File: config.mk
export PLATFORM = sky130hd
export DESIGN_NAME = fifo_drain_decipher
export DESIGN_NICKNAME = d
export VERILOG_FILES = /design/src/rtl/fifo_drain_decipher.sv
export SDC_FILE = /design/constraint.sdc
export NUM_CORES = 1
export LEC_CHECK = 0
export ABC_AREA = 1
export BUFFER_PORTS_ARGS = -buffer_cell sky130_fd_sc_hd__buf_4
export CAP_MARGIN = 25
export CORE_MARGIN = 2
export CORE_UTILIZATION = 42
export CTS_CLUSTER_SIZE = 40
export DETAILED_ROUTE_END_ITERATION = 12
export MAX_ROUTING_LAYER = met4
export PLACE_DENSITY = 0.77
export RECOVER_POWER = 100
export SYNTH_ARGS = -nofsm -noshare
export SYNTH_HDL_FRONTEND = slang
export SYNTH_SLANG_ARGS = --single-unit
File: constraint.sdc
create_clock -name clk -period 1.42 [get_ports clk]
set_input_delay 0 -clock clk [delete_from_list [all_inputs] [get_ports clk]]
set_output_delay 0 -clock clk [all_outputs]
set_load 0.01 [all_outputs]
File: src/rtl/fifo_drain_decipher.sv
// fifo_drain_decipher: drains a read queue one word at a time, XORs each word with a session key (FIFO_DRAIN_DECIPHER_EN) and hands it downstream
module fifo_drain_decipher #(
  parameter int WIDTH = 32,
  parameter int DEPTH = 48
) (
  input  logic             clk,
  input  logic             reset,
  input  logic             Cen,
  input  logic             Start,
  input  logic [WIDTH-1:0] Cipher_key,
  input  logic             QUEUE_Empty,
  input  logic             QUEUE_Last,
  input  logic [WIDTH-1:0] QUEUE_Data_Out,
  output logic             QUEUE_Cen,
  output logic             QUEUE_Read_Write,
  output logic [WIDTH-1:0] Plain_out,
  output logic             Plain_valid,
  input  logic             Plain_ready,
  output logic [5:0]       Word_count,
  output logic             Busy,
  output logic             Done
);
  typedef enum logic [2:0] {IDLE, READ, WAIT, OUT, FIN} state_t;
  localparam logic [5:0] MAX = 6'(DEPTH);
  state_t           state;
  logic [WIDTH-1:0] key, key_in;
  logic             last;
  logic             fin_next;
`ifdef FIFO_DRAIN_DECIPHER_EN
  assign key_in = Cipher_key;
`else
  logic unused_key;
  assign unused_key = ^Cipher_key;
  assign key_in = '0;
`endif
  assign QUEUE_Read_Write = 1'b0;
  assign QUEUE_Cen = Cen && state == READ && !QUEUE_Empty && Word_count < MAX;
  assign fin_next = last || Word_count + 6'd1 == MAX;
  // session sequencer: one word in flight, everything frozen while Cen is low
  always_ff @(posedge clk or posedge reset)
    if (reset) begin
      state       <= IDLE;
      key         <= '0;
      last        <= 1'b0;
      Plain_out   <= '0;
      Plain_valid <= 1'b0;
      Word_count  <= '0;
      Busy        <= 1'b0;
      Done        <= 1'b0;
    end else if (Cen) begin
      case (state)
        IDLE: if (Start) begin
          key        <= key_in;
          Word_count <= '0;
          Busy       <= 1'b1;
          state      <= READ;
        end
        READ: begin
          last  <= QUEUE_Last;
          Done  <= !QUEUE_Cen;
          state <= QUEUE_Cen ? WAIT : FIN;
        end
        WAIT: begin
          Plain_out   <= QUEUE_Data_Out ^ key;
          Plain_valid <= 1'b1;
          state       <= OUT;
        end
        OUT: if (Plain_ready) begin
          Plain_valid <= 1'b0;
          Word_count  <= Word_count + 6'(Word_count != MAX);
          Done        <= fin_next;
          state       <= fin_next ? FIN : READ;
        end
        FIN: begin
          Done  <= 1'b0;
          Busy  <= 1'b0;
          state <= IDLE;
        end
        default: state <= IDLE;
      endcase
    end
endmodule

## Yosys cells after proc, flatten, opt, wreduce, memory -nomap -nowiden

Index checks and enable logic that the tools add are counted.

| word-level totals | value |
|---|---|
| register bits after elaboration | 45 |
| bits of input ports | 71 |
| output and inout bits | 43 |
| word-level logic and storage cells | 50 |

| cells by class | value |
|---|---|
| add/sub/neg operators | 2 |
| order comparisons | 1 |
| eq/ne operators | 8 |
| mux-type cells | 14 |
| reductions and logical operators | 18 |

Operators with widths:

| cell | number |
|---|---|
| $mux 3 | 4 |
| $mux 6 | 2 |
| $pmux 3 s4 | 1 |
| $pmux 6 s2 | 1 |
| $reduce_and 3->1 | 4 |
| $add 6x1->6 | 1 |
| $add 6x1->6 const B | 1 |
| $eq 3x2->1 const B | 2 |
| $eq 6x6->1 const B | 1 |
| $lt 6x6->1 const B | 1 |
| $ne 6x6->1 const B | 1 |
| $reduce_bool 2->1 | 3 |
| $ne 2x2->1 const B | 2 |
| $pmux 1 s2 | 2 |
| $reduce_and 2->1 | 2 |
| $reduce_and 4->1 | 1 |
| $eq 3x1->1 const B | 1 |
| $eq 3x3->1 const B | 1 |
| $logic_and 1x1->1 | 3 |
| $logic_not 3->1 | 1 |
| $mux 1 | 3 |
| $pmux 1 s3 | 1 |
| $reduce_bool 3->1 | 1 |
| $logic_not 1->1 | 2 |
| $logic_or 1x1->1 | 1 |

## Logic depth before layout (Yosys ltp)

| depth | value |
|---|---|
| depth after elaboration | 6 |
| mapped depth | 12 |
| mapped depth without buffers | 12 |

## Least setup slack after synthesis

No wires, ideal clock.

| timing | value |
|---|---|
| path kind | reg2reg |
| start point | register state[1] |
| end point | register Plain_out[0] |
| setup time | 117 ps |
| arrival time | 1395 ps |
| data required time | 1303 ps |
| path slack | -92 ps |
| cell stages (with the launch flop) | 10 |
| buffers on the path | 1 |
| path through | dfrtp_1 -> inv_2 -> nor2_4 -> nand2_8 -> o21ai_4 -> nor3_4 -> nand2_4 -> buf_12 -> nand2_4 -> nand2_1 |

| between the ends | value |
|---|---|
| longest elaborated chain between the ends | 2 |

RTL lines:

| item | RTL line | RTL |
|---|---|---|
| start: declaration | 25 | `state_t state;` |
| start signal: assignment | 61 | `state <= QUEUE_Cen ? WAIT : FIN;` |
| start signal: assignment | 72 | `state <= fin_next ? FIN : READ;` |
| $eq 3x2->1 | 51 | `case (state)` |
| $reduce_and 2->1 (no source line) | n/a |  |
| end signal: assignment | 64 | `Plain_out <= QUEUE_Data_Out ^ key;` |
| end: declaration | 16 | `output logic [WIDTH-1:0] Plain_out,` |

Every way passes these cells.
A chain may end at the register's enable or synchronous reset.

## Worst setup path in the final report

| timing | value |
|---|---|
| start point | register Word_count[0] |
| end point | register Word_count[3] |

| between the ends | value |
|---|---|
| longest elaborated chain between the ends | 4 |

RTL lines:

| item | RTL line | RTL |
|---|---|---|
| start: declaration | 19 | `output logic [5:0] Word_count,` |
| start signal: assignment | 70 | `Word_count <= Word_count + 6'(Word_count != MAX);` |
| $ne 6x6->1 | 70 |  |
| $add 6x1->6 * | 70 |  |
| $mux 6 * | 68 | `OUT: if (Plain_ready) begin` |
| $pmux 6 s2 * | 51 |  |

Every way passes the cells marked *; elsewhere a longest branch is shown, timed or not. The select of a mux whose other input is x is not followed.

==> impl_metrics.py <==
metrics = {
    "run_status": {
        "status": "complete, but fails checks",
        "violations": "setup timing",
    },
    "synth": {
        "synth_top_area_frac": 0.475,
        "synthFlopType": "dfrtp_1",
        "synth_fa_ha_area_frac": 0.0158,
        "synth_area_mm2": 0.00237,
        "synth_top_family_by_area": "simple AND/OR/NAND/NOR gates",
        "synth_cells": 252,
        "ys_ff_latch": 45,
        "synth-compound-area-share": 0.0417,
        "synthTopCellsByArea": "dfrtp_1 48%, nand2_4 15%, nand2_1 9.8%",
        "ys_seq_area_frac": 0.475,
        "synth_most_common_cell": "nand2_1",
        "yosys.area_share.simple": 0.391,
        "synthTopCellsByCount": "62 x nand2_1, 45 x dfrtp_1, 43 x nand3_1",
        "synth_enable_flop_cells": 0,
        "avgSynthCellArea_um2": 9.40,
        "async_reset_ff_frac": 1.00,
        "synth_warnings": 0,
        "synth_mux_area_frac": 0,
        "post-synth-top-area-cell": "dfrtp_1",
        "yosysUniqueCellTypes": 28,
        "syn-num-nets": 326,
        "synthXorXnorAreaFrac": 0.00370,
    },
    "final_layout": {
        "final_layout_size_suffix_gt1_frac": 0.395,
        "diodes": 0,
        "fin_cells": 467,
        "syn2layout_area_growth_pct": 54.9,
        "fin_nets": 468,
        "nFillCells": 441,
    },
    "floorplanning": {
        "dieArea_mm2": 0.00626,
        "coreArea_mm2": 0.00547,
        "rows": 27,
        "die_height_um": 79.1,
        "start_util": 0.433,
        "io_pins": 114,
        "die_w_um": 79.1,
    },
    "timing": {
        "fin_crit_ps": 1460,
        "rsz0062_at_grt": "true",
        "hold_viol": 0,
        "max_freq_mhz": 685,
        "clock-skew-final_ps": 4.38,
        "setup_ws_ps": -39.5,
        "tns_ps": -207,
        "fin_hold_ws_ps": 146,
        "finalCritPeriodShare": 1.03,
        "slew_violations": 0,
        "worst_pin_slew_ps": 757,
        "setup_viol": 25,
        "max-slew-margin-rel": 0.495,
    },
    "cts": {
        "clkTransAtPathRegs_ps": 80,
        "clock_path_buffers": 2,
        "ctsHtreeMaxLevel": 2,
        "cts_root_buffer": "clkbuf_8",
        "cts_buffers": 5,
        "clk_latency_ps": 290,
        "cts.sinks": 45,
        "cts_tree": "built",
    },
    "route": {
        "drt_pass1_iterations": 4,
        "wl_per_cell_um": 14.2,
        "vias_per_cell": 4.86,
        "vias": 2270,
        "drc_errors": 0,
        "totalWireLength_um": 6610,
        "antenna_left": 0,
        "drt_iter0_markers": 149,
    },
    "critical_path": {
        "start_kind": "flop",
        "endpoint_kind": "flop",
        "cp.depth": 9,
        "slowest_stage": "dfrtp_1",
        "reg2reg_slack_ps": -40,
        "rr_worst_depth": 9,
        "path_buf_inv": 1,
        "critPathArrivalTime_ps": 1650,
        "r2r-end": "Word_count[3]$_DFFE_PP0P_",
        "reg2reg_from": "Word_count[0]$_DFFE_PP0P_",
        "path_delay_family": "flip-flops",
        "cp_max_fo": 3,
        "cpPeakStageDelay_ps": 410,
        "crit_type": "flop to flop",
        "cp_cell_sequence": "inv_1, ha_1, nand3_1, ha_1, nand3_1, xor2_1, nor2_1, nand2_1, nand2_1",
        "required_ps": 1610,
        "cp-startpoint": "Word_count[0]$_DFFE_PP0P_",
        "worstSetupEndpoint": "Word_count[3]$_DFFE_PP0P_",
    },
    "grt": {
        "grt_pass1_wl_um": 10500,
        "first_global_vias": 2190,
        "grt_max_degree": 33,
        "busiest_layer": "met2",
        "grt_util_met3": 0.0511,
        "grtUsageMet2": 0.351,
        "gr-total-overflow": 0,
        "track_usage": 0.220,
        "antenna_found_initial": 0,
        "globalRouteMet1Util": 0.285,
    },
    "power": {
        "leakage_uw": 0.00179,
        "power.density_mw_per_mm2": 1710,
        "vdd_drop_max_v": 0.000694,
    },
    "placement": {
        "numPlacedInstances": 420,
        "dpl.hpwl_um": 4140,
        "place_congestion": 0.865,
        "port-buffer-count": 80,
    },
    "flow_run": {
        "cap_violations": 0,
    },
    "worst_hold_path": {
        "hold_path_class": "input pin to flop",
    },
}
-- report_power, final --
group          total [uW]  switching, uW  internal (uW)  leakage, uW
logic                2880           1530           1350      0.00116
registers            2400            571           1830     0.000571
clock network         996            422            574    0.0000585
total                6270           2520           3750      0.00179
-- stage by stage --
step | setup WS [ps] | power, uW | cell area, um^2 | utilization
final | -39.5 | 6270 | 3670 | 0.671
after global placement | -32.9 | 5170 | 3220 | 0.588
after detailed placement | -36.0 | 5260 | 3220 | 0.588
after CTS | -6.76 | 6440 | 3720 | 0.680
after global routing | -112 | 6680 | 3670 | 0.671
after floorplan | -91.6 | 3880 | 2370 | -
-- worst min path at each step --
| stage | start | endpoint | cells after the start | slack [ps] |
|---|---|---|---|---|
| after floorplan | QUEUE_Last | last$_DFFE_PP0N_ | 2 | 120 |
| after global placement | reset | Plain_out[14]$_DFFE_PP0P_ | 2 | 40 |
| after detailed placement | reset | Plain_out[28]$_DFFE_PP0P_ | 2 | 40 |
| after CTS | Plain_ready | state[2]$_DFFE_PP0P_ | 5 | 120 |
| after global routing | Plain_ready | state[2]$_DFFE_PP0P_ | 5 | 140 |
| final | Plain_ready | state[2]$_DFFE_PP0P_ | 5 | 150 |
-- metal layers --
layer | vias to the layer above | wire (um)
li1 | 1097 | -
met1 | 1080 | 2860
met2 | 82 | 3270
met3 | 11 | 397
met4 | 0 | 85
met5 | - | 0
-- worst reg2reg max path, stage by stage, from the launching register on --
cell and delay [ps]:
dfrtp_1 410, inv_1 100, ha_1 150, nand3_1 80, ha_1 200, nand3_1 110
xor2_1 150, nor2_1 50, nand2_1 60, nand2_1 50
-- flip-flops by register name, summed over array words and instances (netlist names) --
| register | flops |
|---|---|
| Word_count | 6 |
| Busy | 1 |
| Plain_out | 32 |
| last | 1 |
| state | 3 |
| Done | 1 |
| Plain_valid | 1 |
-- kinds of logic after synthesis --
| kind of cell | after synthesis |
|---|---|
| AOI/OAI and AO/OA | 15 |
| and+or+nand+nor | 158 |
| buffers and inverters | 29 |
| xor gates and xnor gates | 1 |
| other | 1 |
| DFF | 45 |
| adders and majority gates | 3 |
-- timing repair --
action / in CTS / in global routing
endpoints found under the hold margin: 52 / 0
buffers inserted: 3 / 2
setup endpoints to repair: 33 / 43
hold buffers: 34 / 0
pin swaps: 2 / 2
resized for setup: 11 / 29
-- final cells by class --
class                           count  area [um^2]  area share
Clock buffer                        7         86.3      0.0235
Multi-Input combinational cell    178         1160       0.317
Sequential cell                    45         1130       0.307
Clock inverter                      1         30.0     0.00818
Inverter                           17         63.8      0.0174
Timing Repair Buffer              147         1110       0.302
Tap cell                           72         90.1      0.0245
-- cell usage in the layout (no fill, tap or decap), types with 3 or more instances in the layout --
cell type       n
buf_12          3
buf_4          68
buf_6           5
clkbuf_1       37
clkbuf_8        6
dfrtp_1        44
dlygate4sd3_1  34
inv_1          10
inv_2           7
nand2_1        39
nand2_2        23
nand2_4        32
nand3_1        41
nor2_1         14
o21ai_1         4
No activity file was read; power rests on OpenSTA's default activity.
